===== src/rtl/seg_scan_driver_pkg.sv =====
// Shared definitions for the multiplexed 7-segment scanner: scan states,
// blank pattern and the active-high hex glyph set {g,f,e,d,c,b,a}.
package seg_scan_driver_pkg;

  typedef enum logic {
    BLANK = 1'b0,
    SHOW  = 1'b1
  } scan_state_e;

  localparam logic [6:0] SEG_BLANK = 7'h00;

  localparam logic [6:0] GLYPH_0 = 7'h3F;
  localparam logic [6:0] GLYPH_1 = 7'h06;
  localparam logic [6:0] GLYPH_2 = 7'h5B;
  localparam logic [6:0] GLYPH_3 = 7'h4F;
  localparam logic [6:0] GLYPH_4 = 7'h66;
  localparam logic [6:0] GLYPH_5 = 7'h6D;
  localparam logic [6:0] GLYPH_6 = 7'h7D;
  localparam logic [6:0] GLYPH_7 = 7'h07;
  localparam logic [6:0] GLYPH_8 = 7'h7F;
  localparam logic [6:0] GLYPH_9 = 7'h6F;
  localparam logic [6:0] GLYPH_A = 7'h77;
  localparam logic [6:0] GLYPH_B = 7'h7C;
  localparam logic [6:0] GLYPH_C = 7'h39;
  localparam logic [6:0] GLYPH_D = 7'h5E;
  localparam logic [6:0] GLYPH_E = 7'h79;
  localparam logic [6:0] GLYPH_F = 7'h71;

  function automatic logic [6:0] seg_glyph(input logic [3:0] nibble);
    logic [6:0] glyph;
    case (nibble)
      4'h0:    glyph = GLYPH_0;
      4'h1:    glyph = GLYPH_1;
      4'h2:    glyph = GLYPH_2;
      4'h3:    glyph = GLYPH_3;
      4'h4:    glyph = GLYPH_4;
      4'h5:    glyph = GLYPH_5;
      4'h6:    glyph = GLYPH_6;
      4'h7:    glyph = GLYPH_7;
      4'h8:    glyph = GLYPH_8;
      4'h9:    glyph = GLYPH_9;
      4'hA:    glyph = GLYPH_A;
      4'hB:    glyph = GLYPH_B;
      4'hC:    glyph = GLYPH_C;
      4'hD:    glyph = GLYPH_D;
      4'hE:    glyph = GLYPH_E;
      default: glyph = GLYPH_F;
    endcase
    return glyph;
  endfunction

endpackage


===== src/rtl/seg_decode.sv =====
// Hex nibble to active-high 7-segment pattern {g,f,e,d,c,b,a}.
module seg_decode
  import seg_scan_driver_pkg::*;
(
  input  logic [3:0] nibble,
  output logic [6:0] seg
);

  assign seg = seg_glyph(nibble);

endmodule


===== src/rtl/seg_scan_driver.sv =====
// Time-multiplexed N-digit 7-segment driver with blank gap, leading-zero
// blanking and frame-synchronous display update.
module seg_scan_driver
  import seg_scan_driver_pkg::*;
#(
  parameter int N_DIGITS       = 4,
  parameter int CLK_HZ         = 50_000_000,
  parameter int SCAN_HZ        = 1000,
  parameter int BLANK_CYCLES   = 64,
  parameter bit SEL_ACTIVE_LOW = 1'b1,
  parameter bit SEG_ACTIVE_LOW = 1'b1
) (
  input  logic                  clk_i,
  input  logic                  rst_i,
  input  logic [4*N_DIGITS-1:0] data_i,
  input  logic [N_DIGITS-1:0]   dp_i,
  input  logic [N_DIGITS-1:0]   digit_en_i,
  input  logic                  lzb_en_i,
  input  logic                  load_i,
  output logic [6:0]            seg_o,
  output logic                  dp_o,
  output logic [N_DIGITS-1:0]   sel_o,
  output logic                  frame_o
);

  localparam int DIV   = CLK_HZ / SCAN_HZ;
  localparam int CNT_W = (DIV > 1) ? $clog2(DIV) : 1;
  localparam int IDX_W = (N_DIGITS > 1) ? $clog2(N_DIGITS) : 1;

  localparam logic [CNT_W-1:0]    CNT_LAST = CNT_W'(DIV - 1);
  localparam logic [CNT_W-1:0]    CNT_SHOW = CNT_W'(BLANK_CYCLES);
  localparam logic [IDX_W-1:0]    IDX_LAST = IDX_W'(N_DIGITS - 1);
  localparam logic [N_DIGITS-1:0] SEL_OFF  = {N_DIGITS{SEL_ACTIVE_LOW}};
  localparam logic [6:0]          SEG_OFF  = {7{SEG_ACTIVE_LOW}};

  if (N_DIGITS < 1 || N_DIGITS > 8) begin : g_bad_digits
    $error("seg_scan_driver: N_DIGITS must be in 1..8");
  end
  if (DIV < 2) begin : g_bad_div
    $error("seg_scan_driver: CLK_HZ/SCAN_HZ must be at least 2");
  end
  if (BLANK_CYCLES < 1 || BLANK_CYCLES >= DIV) begin : g_bad_blank
    $error("seg_scan_driver: BLANK_CYCLES must satisfy 1 <= BLANK_CYCLES < DIV");
  end

  scan_state_e            state_reg, state_next;
  logic [CNT_W-1:0]       count_reg, count_next;
  logic [IDX_W-1:0]       index_reg, index_next;

  logic [4*N_DIGITS-1:0]  stage_data_reg, active_data_reg;
  logic [N_DIGITS-1:0]    stage_dp_reg, active_dp_reg;
  logic                   pending_reg;
  logic                   frame_reg;

  logic [N_DIGITS-1:0]    sel_reg, sel_next;
  logic [6:0]             seg_reg, seg_next;
  logic                   dp_reg, dp_next;

  logic                   count_wrap;
  logic                   frame_edge;
  logic [N_DIGITS-1:0][3:0] active_nib;
  logic [N_DIGITS-1:0]    lz;
  logic [N_DIGITS-1:0]    lit;
  logic [N_DIGITS-1:0]    sel_hot;
  logic                   show_now;
  logic [3:0]             cur_nibble;
  logic [6:0]             cur_glyph;

  assign count_wrap = (count_reg == CNT_LAST);
  assign frame_edge = count_wrap && (index_reg == IDX_LAST);

  always_comb begin
    state_next = state_reg;
    count_next = count_reg + CNT_W'(1);
    index_next = index_reg;
    if (count_wrap) begin
      count_next = '0;
      index_next = (index_reg == IDX_LAST) ? '0 : index_reg + IDX_W'(1);
    end
    case (state_reg)
      BLANK:   if (count_next == CNT_SHOW) state_next = SHOW;
      SHOW:    if (count_wrap) state_next = BLANK;
      default: state_next = BLANK;
    endcase
  end

  always_ff @(posedge clk_i or posedge rst_i) begin
    if (rst_i) begin
      state_reg <= BLANK;
      count_reg <= '0;
      index_reg <= '0;
    end else begin
      state_reg <= state_next;
      count_reg <= count_next;
      index_reg <= index_next;
    end
  end

  // Staged values only reach the displayed register at the frame boundary,
  // so a frame never mixes old and new digits.
  always_ff @(posedge clk_i or posedge rst_i) begin
    if (rst_i) begin
      stage_data_reg  <= '0;
      stage_dp_reg    <= '0;
      active_data_reg <= '0;
      active_dp_reg   <= '0;
      pending_reg     <= 1'b0;
      frame_reg       <= 1'b0;
    end else begin
      frame_reg <= frame_edge && pending_reg;
      if (load_i) begin
        stage_data_reg <= data_i;
        stage_dp_reg   <= dp_i;
      end
      if (frame_edge && pending_reg) begin
        active_data_reg <= stage_data_reg;
        active_dp_reg   <= stage_dp_reg;
      end
      if (load_i) begin
        pending_reg <= 1'b1;
      end else if (frame_edge) begin
        pending_reg <= 1'b0;
      end
    end
  end

  assign active_nib = active_data_reg;

  // A digit is a leading zero when it and every more significant nibble are 0.
  for (genvar gi = 0; gi < N_DIGITS; gi++) begin : g_digit
    if (gi == 0) begin : g_lsd
      assign lz[gi] = 1'b0;
    end else begin : g_upper
      assign lz[gi] = lzb_en_i && (active_data_reg[4*N_DIGITS-1:4*gi] == '0);
    end
    assign lit[gi]     = digit_en_i[gi] && !lz[gi];
    assign sel_hot[gi] = show_now && (index_reg == IDX_W'(gi));
  end

  assign show_now   = (state_reg == SHOW) && lit[index_reg];
  assign cur_nibble = active_nib[index_reg];

  seg_decode u_decode (
    .nibble (cur_nibble),
    .seg    (cur_glyph)
  );

  always_comb begin
    sel_next = sel_hot ^ SEL_OFF;
    seg_next = (show_now ? cur_glyph : SEG_BLANK) ^ SEG_OFF;
    dp_next  = (show_now && active_dp_reg[index_reg]) ^ SEG_ACTIVE_LOW;
  end

  always_ff @(posedge clk_i or posedge rst_i) begin
    if (rst_i) begin
      sel_reg <= SEL_OFF;
      seg_reg <= SEG_OFF;
      dp_reg  <= SEG_ACTIVE_LOW;
    end else begin
      sel_reg <= sel_next;
      seg_reg <= seg_next;
      dp_reg  <= dp_next;
    end
  end

  assign sel_o   = sel_reg;
  assign seg_o   = seg_reg;
  assign dp_o    = dp_reg;
  assign frame_o = frame_reg;

endmodule


===== config.mk =====
export PLATFORM = sky130hd
export DESIGN_NAME = seg_scan_driver
export DESIGN_NICKNAME = d
export VERILOG_FILES = /design/src/rtl/seg_scan_driver_pkg.sv /design/src/rtl/seg_decode.sv /design/src/rtl/seg_scan_driver.sv
export SDC_FILE = /design/constraint.sdc
export NUM_CORES = 1
export LEC_CHECK = 0
export ABC_AREA = 1
export CAP_MARGIN = 20
export CORE_UTILIZATION = 56
export DETAILED_ROUTE_END_ITERATION = 8
export PLACE_DENSITY = 0.79
export REMOVE_ABC_BUFFERS = 1
export SLEW_MARGIN = 20
export SYNTH_ARGS = -nofsm -noshare
export SYNTH_HDL_FRONTEND = slang
export SYNTH_SLANG_ARGS = --single-unit

===== constraint.sdc =====
create_clock -name clk_i -period 2.9 [get_ports clk_i]
set_clock_uncertainty 0.05 [all_clocks]
set_input_delay 0.58 -clock clk_i [delete_from_list [all_inputs] [get_ports clk_i]]
set_output_delay 0.58 -clock clk_i [all_outputs]
set_load 0.005 [all_outputs]

==> run summary, run 1 <==
Clk slew on worst S/H paths = 70 ps
CTS Buf Count = 9
Initial antenna violation count = 0
Post-CTS setup buffer count = 0
Post-synth top cells = nand2_1 (137), dfrtp_1 (61), inv_1 (58)
CTS max path bufs = 2
Max Clk Rate = 432.4 MHz
Normalized max-slew margin = 38.14%
Slew Viols, Final = 0
Share of cells above drive strength 1 = 14.49%
Htree depth = 3
I/O Pins = 41
CP Class = reg2reg
Final Util = 67.58%
Starting density of the core = 57.83%
Core box area = 0.006314 mm^2
IO buf count = 40
Gpl congestion = 0.8883
Die height = 82.75 um
Register-to-register setup slack = 590 ps
CTS resizes = 0
Critical Path Max Stage Delay = 520 ps
Clk_lat worst skew = 340 ps
Power Dens Cells = 432.2 mW/mm^2
DRC = 0
CP endpoint kind = register
Die Wd = 82.75 um
Antenna viol nets, final = 0
Yosys top cell area share = 41.81%
Synthesized area = 0.003651 mm^2
Netlist cell types = 28
Post-synthesis sequential area ratio = 50.45%
Vias/cell = 5.044
Area Overhead vs Synth = 16.86%
Mean Syn Cell Area = 8.113 um^2
Drt pass-1 iters = 4
CP top delay family = simple AND/OR/NAND/NOR gates
RSZ-0062 raised after global routing = false
Commonest register cell after synthesis = dfrtp_1
CTS tree = built
Leakage = 0.002104 uW
Final setup vio count = 0
Status = finished clean
WL/cell = 11.92 um
Post-synthesis xor/xnor area fraction = 0%
Simple-gate area share of the yosys netlist = 25.43%
First-pass GRT wire length = 11410 um
Ys async rst share = 100.0%
CP max stage cell = nand2_2
Largest family of logic cells by synthesized area = simple AND/OR/NAND/NOR gates
Root buffer cell = clkbuf_8
Final wirelength = 6842 um
FF-to-FF End = active_data_reg[14]
Most common cell in the netlist = nand2_1
Vias in the first global route = 2523
Largest cells by area after synthesis = dfrtp_1 (42%), nand2_1 (14%), dfstp_2 (8.6%)
Placed inst area = 0.004100 mm^2
Pin count of the biggest net entering global routing = 74
Synth Area in Compound Gates = 11.75%
Tot GR Track Use = 22.59%
Crit-path max FO = 41
Num rows = 29
WP buf/inv = 0
Maximum vdd drop = 0.0003414 V
Hold Worst Slack = 435.8 ps
Hold Crit Depth = 2
Reg-to-reg startpoint = count_reg[0]
Vias = 2895
CTS Sinks = 73
Post-Synth Adder-Cell Area = 3.427%
Actual slew at the worst max-slew pin = 924.6 ps
Hold Path Class = reg2reg
Nets = 530
CP required = 3050 ps
Mapped Cells = 450
R2R cell count = 8
ANT cells = 0
Crit path cell chain = ha_1, nand3_2, nor2_1, nand4_1, nor2_2, nand2_2, nand2_1, o21ai_2
Hold Buf Count CTS = 0
Hold Vio Cnt, Final = 0
Max-cap viol count = 0
Yosys warning total = 0
CP Launch Type = register
EDFF count, synth = 0
Synthesized flop and latch total = 73
Tmin final = 2312 ps
Cell taking the most area after synthesis = dfrtp_1
Hpwl dp = 4931 um
Hold Crit Start = active_dp_reg[0]
Data arrival, critical path = 2460 ps
Final period util = 79.74%
Die area = 0.006847 mm^2
Total Neg Setup Slack = 0 ps
GR Overflow Total = 0
Mux share of post-synthesis cell area = 0%
DRT iter0 DRCs = 137
Worst Hold Path EP = active_dp_reg[0]
Finished layout cell area = 0.004267 mm^2
stage by stage:
stage               power, uW  setup slack [ps]  std cells
floorplan                1115             436.6        439
global placement         1172             568.6        558
detailed placement       1177             554.0        558
CTS                      1864             582.4        574
global route             1911             392.9        574
finish                   1844             587.5        574
layout make-up:
type / count / area [um^2]
fill: 525 / 2047
multi-input combinational: 299 / 1483
timing repair buffer: 42 / 427.9
tap: 77 / 96.34
sequential: 73 / 1842
clock inverter: 3 / 17.52
inverter: 67 / 251.5
clock buffer: 13 / 148.9
layer usage:
layer	track usage (%)	part of all wire, %	vias to the layer above
li1	-	-	1483
met1	30.94	47	1326
met2	34.34	46	74
met3	4.725	5.5	12
met4	10.52	2.0	0
met5	0	0	-
worst register-to-register path: cells and delay by family, from the launching register on:
family / cells / cell delay (ps)
AND/OR/NAND/NOR: 6 / 1420
flip-flops: 1 / 380
adder cells (fa/ha/maj): 1 / 250
AO/OA/AOI/OAI: 1 / 80
logic make-up (layout without fill, tap and decap cells):
kind of cell / after synthesis / after routing
AOI/OAI and AO/OA: 68 / 68
adders and majority gates: 10 / 10
buffers and inverters: 78 / 125
DFF: 73 / 73
and+or+nand+nor: 221 / 221
where the power goes:
group	total, uW	switching, uW	internal, uW
Clock	688	356	332
Sequential	1050	6.23	1040
Combinational	107	58.9	47.8
worst max path at each step:
stage / slack [ps] / startpoint / cells after the start / endpoint
2_1_floorplan: 440 / rst_i / 1 / active_data_reg[0]
3_3_place_gp: 570 / lzb_en_i / 7 / seg_o[2]
3_5_place_dp: 550 / lzb_en_i / 7 / seg_o[2]
4_1_cts: 580 / count_reg[0] / 8 / active_data_reg[14]
5_1_grt: 390 / count_reg[1] / 8 / active_data_reg[4]
6_report: 590 / count_reg[0] / 8 / active_data_reg[14]
layout by cell type (no fill, tap or decap), types with 2 or more instances in the layout:
cell / Yosys / final
nor3_1: 2 / 2
nand3_2: 2 / 2
nand2_2: 4 / 4
dfrtp_1: 61 / 61
nor2_2: 6 / 6
clkdlybuf4s50_1: 0 / 40
a31oi_1: 2 / 2
o211ai_1: 3 / 3
nor2_1: 39 / 39
o21ai_0: 31 / 31
clkinv_2: 0 / 2
ha_1: 10 / 10
o21ai_1: 7 / 7
clkbuf_1: 4 / 3
nand2_1: 137 / 137
clkbuf_8: 0 / 10
nand3_1: 24 / 24
inv_2: 8 / 9
nor2_4: 2 / 2
nand4_1: 3 / 3
o21ai_2: 20 / 20
dfstp_2: 12 / 12
a21oi_1: 3 / 3
inv_1: 58 / 57
Power figures use the tool's default switching activity.
==> run 2: changes to the inputs <==
--- a/config.mk
+++ b/config.mk
@@ -7,9 +7,9 @@
 export LEC_CHECK = 0
 export ABC_AREA = 1
 export CAP_MARGIN = 20
-export CORE_UTILIZATION = 56
+export CORE_UTILIZATION = 51
 export DETAILED_ROUTE_END_ITERATION = 8
-export PLACE_DENSITY = 0.79
+export PLACE_DENSITY = 0.76
 export REMOVE_ABC_BUFFERS = 1
 export SLEW_MARGIN = 20
 export SYNTH_ARGS = -nofsm -noshare
==> constraint.sdc (replaced) <==
create_clock -name clk_i -period 1.9 [get_ports clk_i]
set_clock_uncertainty 0.05 [all_clocks]
set_input_delay 0.38 -clock clk_i [delete_from_list [all_inputs] [get_ports clk_i]]
set_output_delay 0.38 -clock clk_i [all_outputs]
set_load 0.005 [all_outputs]
==> run 2 against run 1 <==
Sequential cell count unchanged. Count of clock-buffer cells in the layout decreased by 3. Critical path type is now reg2out. Worst hold slack lost 150 ps. Critical endpoint is now dp_o. Global-route usage is 2.0 points lower.
==> run summary, run 2 (synthesis results as in run 1) <==
Status = finished clean
Max Clk Rate = 553.5 MHz
Final period util = 95.09%
WP buf/inv = 1
FF-to-FF End = seg_o[0]
Crit-path max FO = 1
Htree depth = 3
Hold Vio Cnt, Final = 0
CP endpoint kind = output port
Die height = 86.61 um
Final setup vio count = 0
Area Overhead vs Synth = 22.82%
RSZ-0062 raised after global routing = false
Die Wd = 86.61 um
Num rows = 30
Share of cells above drive strength 1 = 17.39%
Tmin final = 1807 ps
Data arrival, critical path = 1380 ps
Hold Path Class = in2async
Drt pass-1 iters = 4
Antenna viol nets, final = 0
Hold Worst Slack = 282.5 ps
Critical Path Max Stage Delay = 540 ps
Root buffer cell = clkbuf_8
WL/cell = 11.76 um
Most common cell after layout, fill and taps aside = nand2_1
CTS tree = built
Final worst slack = 93.27 ps
CTS Sinks = 73
Die area = 0.007501 mm^2
Vias in the first global route = 2698
Gpl congestion = 0.8527
Pin count of the biggest net entering global routing = 42
Tot GR Track Use = 20.59%
Slew Viols, Final = 0
CTS Buf Count = 9
CP max stage cell = dfstp_2
DRT iter0 DRCs = 161
Clk_lat worst skew = 340 ps
CP Class = reg2out
First-pass GRT wire length = 11960 um
I/O Pins = 41
Reg-to-reg startpoint = index_reg[0]
Max-cap viol count = 0
Hpwl dp = 5093 um
GR Overflow Total = 0
ANT cells = 0
CP required = 1470 ps
Vias = 2920
Nets = 539
Place WS = -209.5 ps
Core box area = 0.006869 mm^2
Power Dens Cells = 720.6 mW/mm^2
CP Launch Type = register
Leakage = 0.002194 uW
Initial antenna violation count = 0
Most frequent cells in the layout = nand2_1 (135), dfrtp_1 (60), inv_1 (57), clkdlybuf4s50_1 (40), nor2_1 (38)
DRC = 0
CP top delay family = flip-flops
Clk slew on worst S/H paths = 80 ps
IO buf count = 40
Vias/cell = 4.850
Final wirelength = 7077 um
R2R cell count = 10
Register-to-register setup slack = 140 ps
Starting density of the core = 53.15%
Actual slew at the worst max-slew pin = 473.3 ps
CTS max path bufs = 2
Normalized max-slew margin = 68.41%
Crit path cell chain = clkdlybuf4s50_1
Maximum vdd drop = 0.0004595 V
run 2: cell types whose count changed in the layout (fill, tap and decap cells not counted), moves of 2 or more:
| cell | change |
|---|---|
| clkinv_4 | +4 |
| buf_12 | +2 |
| bufinv_16 | +3 |
| clkinv_2 | -2 |
| nand2_1 | -2 |
| buf_4 | +7 |
| clkbuf_1 | -2 |
| nand2_2 | +2 |
run 2: worst max-delay path by stage:
stage / startpoint / to / slack [ps] / cells after the start
final: dp_o / dp_o / 90 / 1
after global routing: count_reg[0] / state_reg / 4 / 11
after CTS: index_reg[0] / seg_o[0] / 2 / 11
after detailed placement: lzb_en_i / seg_o[2] / -210 / 7
after global placement: lzb_en_i / seg_o[2] / -160 / 7
after floorplan: rst_i / active_data_reg[0] / -360 / 1
run 2: layout make-up:
type                            count  area, um^2
Clock buffer                       10       127.6
Sequential cell                    73        1843
Tap cell                           96       120.1
Multi-Input combinational cell    299        1500
Inverter                           67       256.5
Timing Repair Buffer               51       520.5
Fill cell                         573        2385
Clock inverter                      6       116.4
run 2: routing by layer:
metal	routed length (um)	part of all wire (%)	global-route usage, %
met5	0	0	0
met4	106	1.5	7.576
met3	346	4.9	4.190
met2	3446	49	33.55
met1	3178	45	27.34
run 2: power breakdown:
| group | internal (uW) | switching [uW] |
|---|---|---|
| combinational | 79.6 | 91.2 |
| sequential | 1590 | 8.85 |
| clock | 880 | 581 |
| total | 2550 | 681 |
run 2: metrics by stage:
| step | utilization [%] | cells | power (uW) | area (um^2) | setup TNS [ps] |
|---|---|---|---|---|---|
| detailed placement | 61.28 | 585 | 1804 | 4209 | -1590 |
| CTS | 64.83 | 601 | 3265 | 4453 | 0 |
| floorplan | - | 439 | 1702 | 3576 | -22170 |
| global placement | 61.28 | 585 | 1799 | 4209 | -1083 |
| global route | 65.28 | 602 | 3360 | 4484 | 0 |
| finish | 65.28 | 602 | 3232 | 4484 | 0 |
run 2: repair_timing:
action | in CTS | in global routing
hold buffers | 0 | 0
gates resized for setup | 0 | 9
buffers inserted | 0 | 1
endpoints found under the setup margin | 0 | 10
==> run 3: changes to the inputs <==
--- a/config.mk
+++ b/config.mk
@@ -7,9 +7,9 @@
 export LEC_CHECK = 0
 export ABC_AREA = 1
 export CAP_MARGIN = 20
-export CORE_UTILIZATION = 51
+export CORE_UTILIZATION = 56
 export DETAILED_ROUTE_END_ITERATION = 8
-export PLACE_DENSITY = 0.76
+export PLACE_DENSITY = 0.79
 export REMOVE_ABC_BUFFERS = 1
 export SLEW_MARGIN = 20
 export SYNTH_ARGS = -nofsm -noshare
==> constraint.sdc (replaced) <==
create_clock -name clk_i -period 2.06 [get_ports clk_i]
set_clock_uncertainty 0.05 [all_clocks]
set_input_delay 0.412 -clock clk_i [delete_from_list [all_inputs] [get_ports clk_i]]
set_output_delay 0.412 -clock clk_i [all_outputs]
set_load 0.005 [all_outputs]
==> run 3 against run 2 <==
Final cell count decreased by 3.7%. Wire length increased by 0.95%. Power decreased by 10%. Non-clock buffer count decreased by 3. Critical path type unchanged. Sequential share of layout area increased by 0.72 points.
==> run summary, run 3 (synthesis results as in run 1) <==
Status = finished clean
Tot GR Track Use = 24.68%
Htree depth = 3
Starting density of the core = 57.83%
DRT iter0 DRCs = 174
Most frequent cells in the layout = nand2_1 (137), dfrtp_1 (60), inv_1 (57), clkdlybuf4s50_1 (40), nor2_1 (38)
Filler cell count = 515
Power Dens Cells = 659.6 mW/mm^2
Critical Path Max Stage Delay = 530 ps
Crit path cell chain = clkdlybuf4s50_1
Antenna viol nets, final = 0
Final worst slack = 223.7 ps
RSZ-0062 raised after global routing = false
Vias in the first global route = 2710
Internal = 2260 uW
Most common cell after layout, fill and taps aside = nand2_1
Area Overhead vs Synth = 20.70%
Hold Path Class = in2async
Max Clk Rate = 544.6 MHz
Placed inst area = 0.004170 mm^2
Root buffer cell = clkbuf_8
ANT cells = 0
Die Wd = 82.75 um
CP top delay family = flip-flops
Clk_lat worst skew = 350 ps
Gpl congestion = 0.8844
Switching power total = 647.1 uW
Post-CTS setup buffer count = 0
Switching portion of total power = 22.26%
Drt pass-1 iters = 4
Core box area = 0.006314 mm^2
Die area = 0.006847 mm^2
Comb power frac = 5.4%
CP Class = reg2out
Final setup vio count = 0
Initial antenna violation count = 0
R2R cell count = 9
Crit-path max FO = 1
Hpwl dp = 5401 um
Hold Buf Count CTS = 0
CTS Sinks = 73
Pin count of the biggest net entering global routing = 42
Max-cap viol count = 0
Die height = 82.75 um
Data arrival, critical path = 1370 ps
Critical path depth = 1
Leakage = 0.002174 uW
Num rows = 29
Hold Vio Cnt, Final = 0
Final wirelength = 7144 um
CP max stage cell = dfstp_2
IO buf count = 40
Slew Viols, Final = 0
Vias = 2924
CP Launch Type = register
Reg-to-reg startpoint = count_reg[1]
Setup crit start = sel_o[3]
Tmin final = 1836 ps
WP buf/inv = 1
First-pass GRT wire length = 12370 um
Place WS = -195.7 ps
Maximum vdd drop = 0.0006844 V
Power share of the sequential group = 50.8%
Vias/cell = 5.041
Actual slew at the worst max-slew pin = 553.7 ps
Final period util = 89.14%
Finished layout cell area = 0.004407 mm^2
Nets = 536
GR Overflow Total = 0
Share of cells above drive strength 1 = 16.50%
CP required = 1600 ps
CTS Buf Count = 9
Clock share of power = 43.8%
I/O Pins = 41
CP endpoint kind = output port
Clk slew on worst S/H paths = 80 ps
CTS tree = built
DRC = 0
CTS resizes = 0
WL/cell = 12.32 um
CTS max path bufs = 2
Normalized max-slew margin = 63.05%
-- run 3: cell types whose count changed in the layout (fill, tap and decap cells not counted), sizes merged --
cell      before  now
buf           11    8
inv           65   66
bufinv         3    2
clkinvlp       0    1
clkinv         5    4
-- run 3: area by class of cell --
class / count / area, um^2 / area share (%)
Multi-Input combinational cell: 299 / 1485 / 33.70
Clock buffer: 10 / 137.6 / 3.123
Tap cell: 77 / 96.34 / 2.186
Inverter: 67 / 256.5 / 5.821
Sequential cell: 73 / 1843 / 41.82
Clock inverter: 6 / 90.09 / 2.044
Timing Repair Buffer: 48 / 498.0 / 11.30
-- run 3: power groups by stage --
stage,registers [uW],logic (uW),clock network [uW]
finish,1480,157,1270
global route,1480,181,1360
CTS,1480,161,1300
detailed placement,1500,160,0
global placement,1500,156,0
floorplan,1500,68.0,0
-- run 3: per-layer routing --
metal | vias up | GRT usage [%] | wire, um
li1 | 1502 | - | -
met1 | 1353 | 31.25 | 3174
met2 | 60 | 40.16 | 3557
met3 | 9 | 6.923 | 339
met4 | 0 | 9.138 | 72
met5 | - | 0 | 0
-- run 3: path summary, 6_finish.rpt --
kind / end / slack [ps]
setup / recovery: sel_o[3] / 220
hold reg to reg: active_data_reg[3] / 440
max in group asynchronous: seg_o[1] / 1210
setup reg to reg: active_data_reg[5] / 220
hold / removal: active_dp_reg[2] / 260
min in group clk_i: active_data_reg[3] / 440
-- run 3: per-stage QoR --
step | power (uW) | hold WS [ps] | util (%) | instances | setup TNS (ps)
3_3_place_gp | 1658 | 417.5 | 66.05 | 564 | -289.5
3_5_place_dp | 1664 | 413.8 | 66.05 | 564 | -1589
2_1_floorplan | 1570 | 399.6 | - | 439 | -14360
4_1_cts | 2937 | 244.8 | 69.66 | 580 | 0
6_report | 2907 | 259.8 | 69.80 | 580 | 0
5_1_grt | 3019 | 255.6 | 69.80 | 580 | 0
